`config.mk`:
```
export PLATFORM = sky130hd
export DESIGN_NAME = branch_resolver
export DESIGN_NICKNAME = d
export VERILOG_FILES = /design/src/rtl/branch_resolver.sv
export SDC_FILE = /design/constraint.sdc
export NUM_CORES = 1
export LEC_CHECK = 0
export ABC_AREA = 1
export BUFFER_PORTS_ARGS = -buffer_cell sky130_fd_sc_hd__buf_4
export CAP_MARGIN = 20
export CELL_PAD_IN_SITES_DETAIL_PLACEMENT = 0
export CELL_PAD_IN_SITES_GLOBAL_PLACEMENT = 1
export CORE_ASPECT_RATIO = 1.25
export CORE_UTILIZATION = 40
export DETAILED_ROUTE_END_ITERATION = 16
export MAX_ROUTING_LAYER = met4
export PLACE_DENSITY_LB_ADDON = 0.05
export SYNTH_ARGS = -nofsm -noshare
export SYNTH_HDL_FRONTEND = slang
export SYNTH_SLANG_ARGS = --single-unit
```
`constraint.sdc`:
```
create_clock -name clk -period 2.3 [get_ports clk]
set_clock_uncertainty 0.2 [all_clocks]
set_input_delay 0 -clock clk [delete_from_list [all_inputs] [get_ports clk]]
set_output_delay 0 -clock clk [all_outputs]
set_load 0.005 [all_outputs]
```
`src/rtl/branch_resolver.sv`:
```
// branch_resolver
//
// Resolves conditional branches against the direction predictor in the
// five-stage pipeline. An ID-stage branch (PC, immediate, predicted direction)
// is captured into a one-entry EX slot. In EX its prediction is compared with
// the ALU's actual condition. The block drives the PC redirect and the IF/ID
// and ID/EX flushes for two cases: predicted-taken fetch steering from ID, and
// misprediction recovery from EX. Two saturating counters report the number of
// resolved branches and mispredictions.
//
// Ports
//   clk, rst        clock; asynchronous active-low reset
//   stall_i         load-use stall (IF/ID holds, ID/EX receives a bubble)
//   id_branch_i     ID instruction is a conditional branch
//   id_pred_i       predicted direction of the ID branch (1 = taken)
//   id_pc_i         PC of the ID instruction
//   id_imm_i        sign-extended branch immediate, halfword units
//   ex_taken_i      actual branch condition from the EX compare
//   ex_branch_o     a valid branch occupies EX
//   mispredict_o    EX branch direction differs from its prediction
//   redirect_o      PC mux selects redirect_pc_o
//   redirect_pc_o   next fetch PC when redirect_o is set, otherwise 0
//   flush_if_o      zero IF/ID at the next edge
//   flush_id_o      zero ID/EX at the next edge
//   branch_cnt_o    saturating count of resolved branches
//   miss_cnt_o      saturating count of mispredictions

module branch_resolver #(
  parameter int XLEN  = 32,
  parameter int CNT_W = 32
) (
  input  logic             clk,
  input  logic             rst,
  input  logic             stall_i,
  input  logic             id_branch_i,
  input  logic             id_pred_i,
  input  logic [XLEN-1:0]  id_pc_i,
  input  logic [XLEN-1:0]  id_imm_i,
  input  logic             ex_taken_i,
  output logic             ex_branch_o,
  output logic             mispredict_o,
  output logic             redirect_o,
  output logic [XLEN-1:0]  redirect_pc_o,
  output logic             flush_if_o,
  output logic             flush_id_o,
  output logic [CNT_W-1:0] branch_cnt_o,
  output logic [CNT_W-1:0] miss_cnt_o
);

  localparam logic [CNT_W-1:0] CNT_MAX = '1;

  logic            ex_v;
  logic            ex_pred;
  logic [XLEN-1:0] ex_tgt;
  logic [XLEN-1:0] ex_ft;
  logic [XLEN-1:0] id_tgt;
  logic [XLEN-1:0] id_ft;
  // Cleared by reset and set at the first edge after release. ID steering is
  // held off until then, so every output reads 0 on the first cycle out of
  // reset even if a predicted-taken branch is already sitting in ID.
  logic            live;

  assign id_tgt = id_pc_i + (id_imm_i << 1);
  assign id_ft  = id_pc_i + XLEN'(4);

  assign ex_branch_o  = ex_v;
  assign mispredict_o = ex_v & (ex_taken_i != ex_pred);

  // Both targets are computed in ID and carried along, so EX only has to
  // select between them.
  always_ff @(posedge clk or negedge rst) begin
    if (!rst) begin
      ex_v    <= 1'b0;
      ex_pred <= 1'b0;
      ex_tgt  <= '0;
      ex_ft   <= '0;
      live    <= 1'b0;
    end else begin
      live <= 1'b1;
      if (stall_i || flush_id_o) begin
        ex_v <= 1'b0;
      end else begin
        ex_v    <= id_branch_i;
        ex_pred <= id_pred_i;
        ex_tgt  <= id_tgt;
        ex_ft   <= id_ft;
      end
    end
  end

  // The counters stop at all-ones instead of wrapping.
  always_ff @(posedge clk or negedge rst) begin
    if (!rst) begin
      branch_cnt_o <= '0;
      miss_cnt_o   <= '0;
    end else begin
      if (ex_v && (branch_cnt_o != CNT_MAX)) begin
        branch_cnt_o <= branch_cnt_o + CNT_W'(1);
      end
      if (mispredict_o && (miss_cnt_o != CNT_MAX)) begin
        miss_cnt_o <= miss_cnt_o + CNT_W'(1);
      end
    end
  end

  // EX recovery takes priority. When it fires, the branch in ID is on the
  // wrong path and flush_id_o squashes it. Steering from ID only happens when
  // the ID branch is about to advance, which means it is not stalled.
  always_comb begin
    redirect_o    = 1'b0;
    redirect_pc_o = '0;
    flush_if_o    = 1'b0;
    flush_id_o    = 1'b0;
    if (mispredict_o) begin
      redirect_o    = 1'b1;
      redirect_pc_o = ex_taken_i ? ex_tgt : ex_ft;
      flush_if_o    = 1'b1;
      flush_id_o    = 1'b1;
    end else if (live && id_branch_i && id_pred_i && !stall_i) begin
      redirect_o    = 1'b1;
      redirect_pc_o = id_tgt;
      flush_if_o    = 1'b1;
    end
  end

endmodule

```
# Yosys cells after proc, flatten, opt, wreduce, memory -nomap -nowiden
# Cells that the tools add are included.
op_classes:
  addsub: 4
  mul: 0
  div: 0
  magnitude_cmp: 0
  eq_ne: 3
  n_shift: 0
  muxes: 7
  n_bitwise: 1
  reduce_logical: 7
ops:
  columns: ["cell", "n"]
  rows:
  - ["2-to-1 mux 32 bit", 3]
  - ["adder 32 x 1 -> 32 bit (second input constant)", 2]
  - ["!= test 32 bit (second input constant)", 2]
  - ["adder 32 x 3 -> 32 bit (second input constant)", 1]
  - ["adder 32 bit", 1]
  - ["logical AND 1 bit", 5]
  - ["2-to-1 mux 1 bit", 4]
  - ["bitwise AND 1 bit", 1]
  - ["logical NOT 1 bit", 1]
  - ["logical OR 1 bit", 1]
  - ["!= test 1 bit", 1]
word_totals:
  regBits: 131
  latchBits: 0
  mem_bits_rw: 0
  mem_bits_ro: 0
  inputBits: 70
  output_inout_bits: 101
  elab_cells: 29
  memories: 0

# Depth between registers and ports, before layout
# Gate-level depths: netlist (run 1).
logic_depth:
  word_depth: 5
  ltp_mapped: 12
  ltp_nobuf: 12

# Worst setup path before layout (run 1)
# No wires, ideal clock.
synth_timing:
  kind: "reg-to-reg"
  start: "reg branch_cnt_o[1]"
  end: "reg branch_cnt_o[13]"
  setup_time_ns: 0.126
  arrival_ns: 1.481
  path_slack_ns: 0.493
  path_stages_with_launch: 11
  path_buffers: 1
  cell_sequence: "dfrtp_1 -> ha_1 -> nand2_1 -> nor2_1 -> nand2_1 -> nor2_1 -> nand2_1 -> nand2_4 -> buf_4 -> nor2_1 -> xor2_1"
synth_via:
  elab_chain_len: 2
synth_lines:
  columns: ["item", "line", "text"]
  rows:
  - ["start, declared", "46", "output logic [CNT_W-1:0] branch_cnt_o,"]
  - ["start signal, assigned", "98", "branch_cnt_o <= branch_cnt_o + CNT_W'(1);"]
  - ["branches (longest 2 deep; another with adder 32 x 1 -> 32 bit)", null, null]
# Several ways; the timed one is not identified.
# A chain may end at the register's enable or synchronous reset.

# Worst setup path after layout (run 1)
layout_timing:
  start: "reg ex_pred"
  end: "out redirect_pc_o[17]"
layout_via:
  elab_chain_len: 3
layout_lines:
  columns: ["item", "line", "text"]
  rows:
  - ["start, declared", "53", "logic ex_pred;"]
  - ["start signal, assigned", "84", "ex_pred <= id_pred_i;"]
  - ["!= test 1 bit", "67", "assign mispredict_o = ex_v & (ex_taken_i != ex_pred);"]
  - ["bitwise AND 1 bit", "67", null]
  - ["2-to-1 mux 32 bit", "114", "if (mispredict_o) begin"]
  - ["end, declared", "43", "output logic [XLEN-1:0] redirect_pc_o,"]
# Every way passes these cells.

==> results by group, run 1 <==
Status
  • Status: complete, but fails checks
  • Failing checks: hold timing

Global routing
  • Total grt overflow: 0
  • Vias in the first global route: 10300
  • Global-route total usage across every layer: 28.3%
  • GR peak layer: met2
  • M2 GR Usage: 46.9%
  • Met1 GRT Util: 35.1%
  • Met3 GRT Util: 3.52%
  • Initial antenna violation count: 0
  • First-pass GRT wire length: 52900 µm
  • Largest net degree at the start of global routing: 59

Critical path
  • Crit path launch type: register
  • CP required: 2.10 ns
  • CP arrival: 2.01 ns
  • Worst path cell trace: nor2_2 > nor2_4 > nor2_4 > inv_8 > nor2_8 > buf_12 > nand3_1 > o21ai_0 > buf_4
  • CP max-delay cell: dfrtp_1
  • Worst path bufs/invs: 3
  • Top cell by count, worst path: nor2_4
  • CP delay by family, top: simple AND/OR/NAND/NOR gates
  • Critical path class: register to output port
  • Crit Path Max Fanout: 9
  • Crit. End Element: output port
  • Max incr delay on CP: 0.41 ns

Logic synthesis
  • Number of synthesized flops with an enable pin: 0
  • Synth top area cells: dfrtp_1, nand2_1, inv_1
  • Seq cells post-synth: 130
  • Cell taking the most area after synthesis: dfrtp_1
  • Sequential fraction of the synthesis area: 33.3%
  • Cell area after synthesis: 0.00978 mm²
  • Gate Count Post-Synth: 1483
  • Ys async rst share: 100%
  • Synth Warn #: 0
  • Post-synthesis net count: 1587
  • Post-synth top flop: dfrtp_1
  • Post-synth top area share: 33.3%
  • Synthesized area per cell: 6.59 µm²
  • Synth unique cells: 41

Floorplanning
  • Total I/O pin count: 171
  • DIE AREA: 0.0251 mm²
  • Rows: 63
  • Die Wd: 142 µm
  • Starting Density: 40.9%
  • Die Ht: 177 µm
  • Core area: 0.0239 mm²

Flow run
  • Max-cap viol count: 0

Drt
  • Drt first-iter violations: 570
  • Post-DR wirelength/cell: 15.7 µm
  • Vias per Instance: 4.91
  • Via Count: 10400
  • # DRC: 0
  • Total Wirelength: 33300 µm
  • DR pass1 iterations: 5
  • Post-DRT Antenna Nets: 0

Timing
  • Crit share post-route: 96.0%
  • Fin crit period: 2.21 ns
  • Final Slew Violations: 0
  • Fin. Hold Viols: 1
  • RSZ-0062 raised after global routing: yes
  • Final-report setup violation count: 0
  • WHS: -0.00306 ns
  • Maximum clock frequency: 453 MHz

CTS
  • CTS Buf Count: 17
  • Clock sinks: 130
  • Root buffer cell: clkbuf_16
  • H-tree Lvls: 4
  • Clock tree from TritonCTS: done
  • Clock Path Buffers: 2
  • Clk pin slew, worst setup/hold paths: 0.06 ns
  • Clock Latency Late Sink: 0.43 ns

Cells and area
  • Post-route design area: 0.0134 mm²
  • ANT cells: 0
  • Synthesis-to-layout area growth: 37.0%
  • Finished Layout Cells: 2114
  • Layout cells sized above 1: 17.0%
  • # nets final: 1880

Placed design
  • Placed Instances: 1977
  • Post-DP Area: 0.0116 mm²
  • DP Wirelength: 25100 µm
  • PortBufs: 169
  • RePlAce Congestion: 0.959

Pwr
  • PwrDens: 587 mW/mm²
  • Leak: 6.74 nW
  • Max IR drop VDD: 0.510 mV

Worst hold path
  • Hold Crit Class: primary input to register
-- power breakdown --
| group | leakage [nW] | total, mW | switching (mW) | internal, mW |
|---|---|---|---|---|
| Sequential | 1.66 | 2.83 | 0.234 | 2.60 |
| Clock | 0.290 | 2.85 | 1.12 | 1.73 |
| Combinational | 4.79 | 2.19 | 1.21 | 0.981 |
-- flip-flops by register name, summed over array words and instances (netlist names) --
name	cells
ex_branch_o	1
live	1
branch_cnt_o	32
ex_ft	31
ex_tgt	32
miss_cnt_o	32
ex_pred	1
-- cell type report --
| cell class | count | area [µm²] |
|---|---|---|
| Inverter | 180 | 686 |
| Clock buffer | 19 | 443 |
| Clock inverter | 13 | 159 |
| Timing Repair Buffer | 303 | 2610 |
| Tap cell | 325 | 407 |
| Multi-Input combinational cell | 1144 | 5830 |
| Fill cell | 2463 | 10500 |
| Sequential cell | 130 | 3250 |
-- worst paths after layout --
check	start	end	slack [ns]	cells after the start
max in group asynchronous	rst	ex_ft[8]	1.12	4
max reg2reg	ex_pred	ex_ft[29]	0.13	7
min reg2reg	ex_ft[1]	ex_ft[1]	0.27	2
min	id_imm_i[8]	ex_tgt[9]	-0.003	4
min in group asynchronous	rst	branch_cnt_o[8]	0.49	4
max	ex_pred	redirect_pc_o[17]	0.09	9
-- worst register-to-register path, cell delays in order, from the launching register on --
cell,delay [ns]
dfrtp_1,0.41
nor2_2,0.16
nor2_4,0.06
nor2_4,0.18
buf_12,0.30
nand2_2,0.15
o21ai_0,0.08
dlygate4sd3_1,0.56
-- cell usage after synthesis (3+ instances only) --
library cell,number
a21oi_1,20
buf_1,3
buf_2,11
buf_4,5
clkbuf_1,8
dfrtp_1,130
ha_1,33
inv_1,172
inv_2,7
mux2_2,6
mux2i_1,3
nand2_1,575
nand2_2,5
nand3_1,101
nand3b_1,8
nand4_1,20
nor2_1,133
nor2_2,3
nor2_4,5
nor3_1,29
nor3_2,6
o211ai_1,4
o21ai_0,58
o21ai_1,22
o21bai_1,3
o22ai_1,6
xnor2_1,39
xor2_1,52
-- stage by stage --
step           setup TNS, ns  hold slack [ns]  setup WS (ns)  utilization [%]  power (mW)
5_1_grt             -0.00998           0.0133       -0.00689             56.1        8.31
2_1_floorplan              0           -0.496          0.493                -        3.97
6_report                   0         -0.00306         0.0921             56.1        7.87
4_1_cts                    0          0.00126        0.00682             55.0        7.86
3_5_place_dp               0           -0.240          0.130             48.4        4.79
3_3_place_gp               0           -0.247          0.166             48.4        4.77
-- repair_timing --
| action | in CTS | in global routing |
|---|---|---|
| setup endpoints to repair | 16 | 38 |
| hold buffers | 95 | 1 |
| buffers inserted | 0 | 9 |
| pin swaps | 0 | 6 |
| hold endpoints to repair | 193 | 1 |
| gates cloned | 0 | 1 |
| gates resized for setup | 4 | 39 |
-- routing by layer --
metal	up-vias	share of wire (%)	wire, µm
met2	258	48	16100
met3	53	3.5	1160
met4	0	3.2	1080
met5	-	0	0
met1	4815	45	14900
li1	5249	-	-
-- cells by family (layout without fill, tap and decap cells) --
kind of cell,Yosys count,count (layout),synth area share [%]
simple gates,895,895,38.4
compound gates,114,114,6.12
other cells,1,1,0.0384
flops,130,130,33.3
xor+xnor,91,91,8.15
buf+inv,209,515,8.54
mux,9,9,0.998
fa+ha+maj,34,34,4.43
-- layout by cell type (no fill, tap or decap), types with 20 or more instances in the layout --
cell	n
nor2_1	128
inv_1	172
dfrtp_1	130
xnor2_1	39
nor3_1	27
xor2_1	52
o21ai_1	22
buf_4	200
nand3_1	98
ha_1	28
dlygate4sd3_1	93
o21ai_0	58
nand4_1	20
nand2_1	567
No activity file was read; power rests on OpenSTA's default activity.
==> run 2: changes to the inputs <==
--- a/config.mk
+++ b/config.mk
@@ -5,16 +5,16 @@
 export SDC_FILE = /design/constraint.sdc
 export NUM_CORES = 1
 export LEC_CHECK = 0
-export ABC_AREA = 1
 export BUFFER_PORTS_ARGS = -buffer_cell sky130_fd_sc_hd__buf_4
 export CAP_MARGIN = 20
 export CELL_PAD_IN_SITES_DETAIL_PLACEMENT = 0
 export CELL_PAD_IN_SITES_GLOBAL_PLACEMENT = 1
 export CORE_ASPECT_RATIO = 1.25
-export CORE_UTILIZATION = 40
+export CORE_UTILIZATION = 42
 export DETAILED_ROUTE_END_ITERATION = 16
 export MAX_ROUTING_LAYER = met4
 export PLACE_DENSITY_LB_ADDON = 0.05
+export RECOVER_POWER = 25
 export SYNTH_ARGS = -nofsm -noshare
 export SYNTH_HDL_FRONTEND = slang
 export SYNTH_SLANG_ARGS = --single-unit
==> run 2 against run 1 <==
Net effect: the flow finishes with violations (hold timing, setup timing); sequential share of layout area up 1.3 points; flip-flop and latch count did not move; cell count shrank 27%; clock-buffer cell count down 1; global-route usage shrank 1.8 points; fmax decreased by 9.9%; sequential power down 2%; highest routed layer unchanged.
==> results by group, run 2 <==
Logic synthesis
  • Synth Warn #: 0 (unchanged)
  • Post-synth top flop: dfrtp_1 (unchanged)
  • Number of synthesized flops with an enable pin: 0 (unchanged)
  • Post-synthesis net count: 1002 (was 1587)
  • Cell area after synthesis: 0.00819 mm² (was 0.00978 mm²)
  • Seq cells post-synth: 130 (unchanged)
  • Synth unique cells: 71 (was 41)
  • Post-synth top area share: 39.7% (was 33.3%)
  • Ys async rst share: 100% (unchanged)
  • Sequential fraction of the synthesis area: 39.7% (was 33.3%)
  • Synth top area cells: dfrtp_1, xnor2_1, nand2_1 (was dfrtp_1, nand2_1, inv_1)
  • Gate Count Post-Synth: 898 (was 1483)
  • Synth cell count leaders: nand2_1, dfrtp_1, o21ai_0 (was nand2_1, inv_1, nor2_1)
  • Cell taking the most area after synthesis: dfrtp_1 (unchanged)
  • Synthesized area per cell: 9.12 µm² (was 6.59 µm²)
  • Most frequent cell after synthesis: nand2_1 (unchanged)

Drt
  • Post-DR wirelength/cell: 16.3 µm (was 15.7 µm)
  • Vias per Instance: 5.31 (was 4.91)
  • DR pass1 iterations: 5 (unchanged)
  • Total Wirelength: 25000 µm (was 33300 µm)
  • Post-DRT Antenna Nets: 0 (unchanged)
  • # DRC: 0 (unchanged)
  • Drt first-iter violations: 355 (was 570)
  • Via Count: 8133 (was 10400)

Global routing
  • Largest net degree at the start of global routing: 64 (was 59)
  • Total grt overflow: 0 (unchanged)
  • First-pass GRT wire length: 40400 µm (was 52900 µm)
  • Global-route total usage across every layer: 26.5% (was 28.3%)
  • Vias in the first global route: 8107 (was 10300)
  • Initial antenna violation count: 0 (unchanged)

Worst hold path
  • Hold Path Origin: id_pc_i[22] (was id_imm_i[8])
  • Hold Crit Class: primary input to register (unchanged)
  • Hold path cells: 5 (was 4)
  • WHS Endpoint: ex_ft[22] (was ex_tgt[9])

Flow run
  • Max-cap viol count: 0 (unchanged)

CTS
  • Clock tree from TritonCTS: done (unchanged)
  • Clk pin slew, worst setup/hold paths: 0.07 ns (was 0.06 ns)
  • Clock sinks: 130 (unchanged)
  • Clock Latency Late Sink: 0.42 ns (was 0.43 ns)
  • H-tree Lvls: 4 (unchanged)
  • Clock Path Buffers: 2 (unchanged)
  • CTS Buf Count: 17 (unchanged)
  • Root buffer cell: clkbuf_16 (unchanged)

Critical path
  • Crit Path Max Fanout: 3 (was 9)
  • FF-to-FF End: miss_cnt_o[31] (was ex_ft[29])
  • CP arrival: 2.25 ns (was 2.01 ns)
  • Critical path class: primary input to output port (was register to output port)
  • Launching point of the worst reg2reg path: ex_pred (unchanged)
  • CP required: 2.10 ns (about the same)
  • Crit. End Element: output port (unchanged)
  • R2r setup slk: 0.06 ns (was 0.13 ns)
  • R2R depth: 8 (was 7)
  • Crit path launch type: primary input (was register)

Cells and area
  • Fill cell count: 1643 (was 2463)
  • Layout cells sized above 1: 35.6% (was 17.0%)
  • Leading registers by flop count: branch_cnt_o: 32 flops, ex_tgt: 32 flops, miss_cnt_o: 32 flops (unchanged)
  • Footprint of the multi-input gates: 0.00517 mm² (was 0.00583 mm²)
  • Most common cell after layout, fill and taps aside: buf_4 (was nand2_1)
  • Area taken by flip-flops and latches: 0.00325 mm² (unchanged)
  • Commonest cells after routing, fill and taps aside: buf_4, nand2_1, dfrtp_1 (was nand2_1, buf_4, inv_1)
  • Synthesis-to-layout area growth: 55.0% (was 37.0%)
  • # nets final: 1392 (was 1880)
  • Post-route design area: 0.0127 mm² (was 0.0134 mm²)
  • ANT cells: 0 (unchanged)

Floorplanning
  • Total I/O pin count: 171 (unchanged)
  • Die Ht: 158 µm (was 177 µm)
  • Rows: 56 (was 63)
  • Core area: 0.0189 mm² (was 0.0239 mm²)
  • Die Wd: 127 µm (was 142 µm)
  • Starting Density: 43.3% (was 40.9%)
  • DIE AREA: 0.0201 mm² (was 0.0251 mm²)

Pwr
  • Net Sw Frac: 31.5% (was 32.5%)
  • Leak: 5.85 nW (was 6.74 nW)
  • Clk pwr share: 35.2% (was 36.2%)
  • Reg power frac: 36.1% (was 36.0%)
  • Max IR drop VDD: 0.497 mV (was 0.510 mV)
  • Int Power: 5.27 mW (was 5.31 mW)
  • NetSw: 2.42 mW (was 2.56 mW)
  • PwrDens: 605 mW/mm² (was 587 mW/mm²)
  • Comb power frac: 28.7% (was 27.8%)

Timing
  • Maximum clock frequency: 408 MHz (was 453 MHz)
  • Worst setup slack after layout: -0.150 ns (was 0.0921 ns)
  • Worst-margin pin slew: 0.893 ns
  • Final Slew Violations: 0 (unchanged)
  • Final-report setup violation count: 15 (was 0)
  • WHS: -0.0236 ns (was -0.00306 ns)
  • Fin. Hold Viols: 2 (was 1)
  • Crit share post-route: 107% (was 96.0%)
  • RSZ-0062 raised after global routing: yes (unchanged)
  • Slew Limit Headroom: 40.5%
  • Fin crit period: 2.45 ns (was 2.21 ns)

Placed design
  • RePlAce Congestion: 0.899 (was 0.959)
  • DP Wirelength: 18000 µm (was 25100 µm)
  • Post-DP Area: 0.0107 mm² (was 0.0116 mm²)
  • PortBufs: 169 (unchanged)

Status
  • Failing checks: hold timing, setup timing (was hold timing)
  • Status: complete, but fails checks (unchanged)
-- run 2: cell types whose count changed after synthesis, moves of 21 or more --
cell     delta
o22ai_1    +22
nand2_1   -437
xnor2_1    +26
nor2_1     -82
nor3_1     -21
mux2i_1    +28
inv_1     -158
nand3_1    -63
-- run 2: metal layers --
layer  vias up  part of all wire, %  track usage (%)
li1       3986                    -                -
met1      3918                   42             30.6
met2       182                   52             46.4
met3        47                  3.1             3.79
met4         0                  2.9             10.4
met5         -                    0                -
-- run 2: worst max-delay path, stage by stage --
cell and delay [ns]:
buf_8 0.10, ha_4 0.16, fa_2 0.36, a21o_1 0.19, a31o_4 0.24, buf_6 0.12, a211oi_2 0.19, a21oi_2 0.13
a311oi_2 0.32, xnor2_1 0.18, o22ai_1 0.11, buf_4 0.14
-- run 2: area by class of cell --
| class | count | share of cell area, % |
|---|---|---|
| clock inverter | 14 | 1.14 |
| multi-input combinational | 714 | 40.7 |
| tap | 232 | 2.29 |
| timing repair buffer | 411 | 26.3 |
| inverter | 14 | 0.414 |
| clock buffer | 18 | 3.46 |
| sequential | 130 | 25.6 |
-- run 2: what timing repair did --
| item | 4_1_cts | 5_1_grt |
|---|---|---|
| hold buffers | 71 | 0 |
| endpoints found under the setup margin | 30 | 45 |
| resized for setup | 45 | 59 |
| setup buffers | 13 | 10 |
| pin swaps | 36 | 45 |
| hold endpoints to repair | 181 | 0 |
-- run 2: cells by family (layout without fill, tap and decap cells) --
group / after synthesis / in the layout / share of synthesized area (%)
flip-flops: 130 / 130 / 39.7
multiplexers: 35 / 35 / 4.34
buffers and inverters: 54 / 457 / 2.98
other: 1 / 1 / 0.0458
AND/OR/NAND/NOR: 329 / 329 / 19.4
XOR/XNOR: 114 / 114 / 12.2
AO/OA/AOI/OAI: 201 / 201 / 16.0
adder cells (fa/ha/maj): 34 / 34 / 5.29
-- run 2: metrics by stage --
stage | power, mW | setup slack (ns) | instances | utilization (%) | TNS (ns)
CTS | 7.65 | -0.190 | 1523 | 65.3 | -1.51
floorplan | 3.75 | 0.0158 | 898 | - | 0
finish | 7.68 | -0.150 | 1533 | 67.1 | -1.11
detailed placement | 4.67 | -0.419 | 1407 | 56.6 | -5.18
global placement | 4.64 | -0.385 | 1407 | 56.6 | -4.49
global route | 8.09 | -0.251 | 1533 | 67.1 | -3.31
-- run 2: worst max-delay path by stage --
stage	start	to	slack (ns)	cells after the start
after CTS	id_pc_i[1]	redirect_pc_o[21]	-0.19	11
after global routing	id_pc_i[1]	redirect_pc_o[31]	-0.25	12
after detailed placement	id_pc_i[1]	redirect_pc_o[29]	-0.42	11
after global placement	id_pc_i[1]	redirect_pc_o[29]	-0.39	11
after floorplan	id_pc_i[1]	ex_tgt[29]	0.02	9
final	id_pc_i[1]	redirect_pc_o[31]	-0.15	12
-- run 2: power groups by stage --
stage,registers (mW),logic (mW),clock network (mW)
final,2.78,2.20,2.71
after global placement,2.80,1.84,0
after global routing,2.82,2.42,2.85
after detailed placement,2.81,1.86,0
after floorplan,2.80,0.949,0
after CTS,2.77,2.11,2.76
==> run 3: changes to the inputs <==
--- a/config.mk
+++ b/config.mk
@@ -10,7 +10,7 @@
 export CELL_PAD_IN_SITES_DETAIL_PLACEMENT = 0
 export CELL_PAD_IN_SITES_GLOBAL_PLACEMENT = 1
 export CORE_ASPECT_RATIO = 1.25
-export CORE_UTILIZATION = 42
+export CORE_UTILIZATION = 38
 export DETAILED_ROUTE_END_ITERATION = 16
 export MAX_ROUTING_LAYER = met4
 export PLACE_DENSITY_LB_ADDON = 0.05
==> constraint.sdc (replaced) <==
create_clock -name clk -period 2.1 [get_ports clk]
set_clock_uncertainty 0.2 [all_clocks]
set_input_delay 0.525 -clock clk [delete_from_list [all_inputs] [get_ports clk]]
set_output_delay 0.525 -clock clk [all_outputs]
set_load 0.005 [all_outputs]
==> run 3 against run 2 <==
Net effect: the run ends with setup timing left; clock-buffer cell count fell by 1; die area is 10% higher; hold slack better by 0.13 ns; critical path depth unchanged; non-clock buffer count is 47 higher; design area rose by 7.2%; sequential share of layout area down 1.7 points; largest cell class unchanged; largest power group is now clock.
==> results by group, run 3 (synthesis results as in run 2) <==
Cells and area
  • Commonest cells after routing, fill and taps aside: buf_4, nand2_1, dfrtp_1 (unchanged)
  • Leading registers by flop count: branch_cnt_o: 32 flops, ex_tgt: 32 flops, miss_cnt_o: 32 flops (unchanged)
  • Final core occ: 64.9% (was 67.1%)
  • # nets final: 1439 (was 1392)
  • Fill cell count: 1829 (was 1643)
  • Synthesis-to-layout area growth: 66.2% (was 55.0%)
  • Most common cell after layout, fill and taps aside: buf_4 (unchanged)
  • Finished Layout Cells: 1621 (was 1533)
  • ANT cells: 0 (unchanged)
  • Layout cells sized above 1: 48.4% (was 35.6%)

Critical path
  • Crit path launch type: primary input (unchanged)
  • CP arrival: 2.80 ns (was 2.25 ns)
  • Worst path bufs/invs: 4 (was 3)
  • CP max-delay cell: fa_2 (unchanged)
  • Worst path cell trace: buf_8 > ha_4 > fa_2 > a21o_1 > a31o_4 > a211oi_4 > buf_4 > or2_4 > buf_12 > xor2_4 > o22ai_2 > buf_4 (was buf_8 > ha_4 > fa_2 > a21o_1 > a31o_4 > buf_6 > a211oi_2 > a21oi_2 > a311oi_2 > xnor2_1 > o22ai_1 > buf_4)
  • Worst setup path startpoint: id_pc_i[1] (unchanged)
  • Crit Path Max Fanout: 4 (was 3)
  • Launching point of the worst reg2reg path: ex_pred (unchanged)
  • Critical path class: primary input to output port (unchanged)
  • Max incr delay on CP: 0.35 ns (was 0.36 ns)
  • Crit. End Element: output port (unchanged)
  • Top cell by count, worst path: buf_4
  • FF-to-FF End: miss_cnt_o[31] (unchanged)
  • CP delay by family, top: compound AO/OA/AOI/OAI gates (unchanged)
  • R2r setup slk: -0.24 ns (was 0.06 ns)
  • CP required: 1.37 ns (was 2.10 ns)
  • R2R depth: 9 (was 8)

Pwr
  • Leak: 6.34 nW (was 5.85 nW)
  • NetSw: 2.73 mW (was 2.42 mW)
  • Int Power: 6.15 mW (was 5.27 mW)
  • Clk pwr share: 34.8% (was 35.2%)
  • Reg power frac: 34.1% (was 36.1%)
  • Max IR drop VDD: 0.680 mV (was 0.497 mV)
  • Comb power frac: 31.1% (was 28.7%)
  • Net Sw Frac: 30.8% (was 31.5%)
  • PwrDens: 653 mW/mm² (was 605 mW/mm²)

CTS
  • Clock tree from TritonCTS: done (unchanged)
  • Clk pin slew, worst setup/hold paths: 0.05 ns (was 0.07 ns)
  • Root buffer cell: clkbuf_16 (unchanged)
  • H-tree Lvls: 4 (unchanged)
  • Clock Latency Late Sink: 0.43 ns (was 0.42 ns)
  • CTS Buf Count: 17 (unchanged)
  • Clock Path Buffers: 2 (unchanged)
  • Clock sinks: 130 (unchanged)

Floorplanning
  • Rows: 59 (was 56)
  • Starting Density: 39.1% (was 43.3%)
  • DIE AREA: 0.0221 mm² (was 0.0201 mm²)
  • Die Ht: 166 µm (was 158 µm)
  • Core area: 0.0210 mm² (was 0.0189 mm²)
  • Die Wd: 133 µm (was 127 µm)
  • Total I/O pin count: 171 (unchanged)

Global routing
  • M2 GR Usage: 41.6% (was 46.4%)
  • Largest net degree at the start of global routing: 64 (unchanged)
  • Met3 GRT Util: 3.48% (was 3.79%)
  • Initial antenna violation count: 0 (unchanged)
  • Total grt overflow: 0 (unchanged)
  • Vias in the first global route: 8298 (was 8107)
  • First-pass GRT wire length: 41600 µm (was 40400 µm)
  • GR peak layer: met2 (unchanged)
  • Met1 GRT Util: 30.1% (was 30.6%)
  • Global-route total usage across every layer: 24.5% (was 26.5%)

Placed design
  • DP Wirelength: 19500 µm (was 18000 µm)
  • RePlAce Congestion: 0.884 (was 0.899)
  • Placed Instances: 1545 (was 1407)
  • PortBufs: 169 (unchanged)

Timing
  • Maximum clock frequency: 284 MHz
  • Final-report setup violation count: 67 (was 15)
  • Crit share post-route: 168%
  • RSZ-0062 raised after global routing: yes (unchanged)
  • Worst-margin pin slew: 0.772 ns (was 0.893 ns)
  • Slew Limit Headroom: 48.6% (was 40.5%)
  • Worst setup slack after layout: -1.42 ns (was -0.150 ns)
  • Fin crit period: 3.52 ns
  • Final Slew Violations: 0 (unchanged)
  • Fin. Hold Viols: 0 (was 2)

Drt
  • DR pass1 iterations: 4 (was 5)
  • Vias per Instance: 5.08 (was 5.31)
  • # DRC: 0 (unchanged)
  • Post-DR wirelength/cell: 15.9 µm (was 16.3 µm)
  • Via Count: 8236 (was 8133)
  • Drt first-iter violations: 249 (was 355)
  • Total Wirelength: 25800 µm (was 25000 µm)
  • Post-DRT Antenna Nets: 0 (unchanged)

Status
  • Status: complete, but fails checks (unchanged)
  • Failing checks: setup timing (was hold timing, setup timing)

Worst hold path
  • Hold Crit Class: primary input to register (unchanged)
  • WHS Endpoint: ex_tgt[0] (was ex_ft[22])
  • Hold Path Origin: id_pc_i[0] (was id_pc_i[22])
  • Hold path cells: 3 (was 5)

Flow run
  • Max-cap viol count: 0 (unchanged)
## run 3: changes by cell type in the layout (fill, tap and decap cells not counted), moves of 12 or more
cell           change
o22ai_1           -12
dlygate4sd3_1     -67
buf_6             +26
buf_4             +99
clkbuf_4          -13
o21ai_0           -18
## run 3: power by group through the flow
stage	clock [mW]	combinational [mW]	sequential, mW
global route	3.29	3.01	3.07
detailed placement	0	2.34	3.07
floorplan	0	1.14	3.06
global placement	0	2.33	3.05
CTS	3.16	2.65	3.02
finish	3.09	2.76	3.03
## run 3: worst register-to-register path, delay by kind of cell (launching register included)
kind	cells	cell delay, ns
simple gates	4	0.76
compound gates	1	0.32
buf+inv	2	0.26
flops	1	0.41
xor+xnor	2	0.31
## run 3: repair_timing
item                                    CTS  global route
endpoints found under the setup margin   99           125
setup buffers                            34            26
resized for setup                       107            91
endpoints found under the hold margin    25             0
pin swaps                                58            70
hold buffers                              1             0
## run 3: metrics by stage
step | area, µm² | worst slack, ns | power [mW] | TNS (ns) | hold WS, ns
2_1_floorplan | 8610 | -0.963 | 4.21 | -27.22 | 0.0294
3_3_place_gp | 11800 | -1.49 | 5.38 | -65.70 | 0.259
3_5_place_dp | 11800 | -1.49 | 5.41 | -66.98 | 0.263
4_1_cts | 13200 | -1.36 | 8.83 | -39.61 | 0.0910
5_1_grt | 13600 | -1.49 | 9.37 | -48.74 | 0.0960
6_report | 13600 | -1.42 | 8.88 | -42.97 | 0.105
## run 3: per-layer routing
| metal | up-vias | routed length, µm |
|---|---|---|
| met4 | 0 | 350 |
| met3 | 28 | 662 |
| li1 | 4082 | - |
| met5 | - | 0 |
| met1 | 3988 | 11300 |
| met2 | 138 | 13500 |
## run 3: how the worst max path moves through the flow
stage	slack, ns	to	cells after the start
floorplan	-0.96	redirect_pc_o[21]	9
global placement	-1.49	redirect_pc_o[13]	11
detailed placement	-1.49	redirect_pc_o[28]	9
CTS	-1.36	redirect_pc_o[29]	11
global route	-1.49	redirect_pc_o[29]	11
finish	-1.42	redirect_pc_o[13]	12
## run 3: area by class of cell
cell class / count / area [µm²] / area share, %
tap: 274 / 343 / 2.52
sequential: 130 / 3250 / 23.9
multi-input combinational: 714 / 5690 / 41.8
inverter: 14 / 55.1 / 0.404
clock inverter: 14 / 176 / 1.30
clock buffer: 17 / 425 / 3.13
timing repair buffer: 458 / 3670 / 26.9
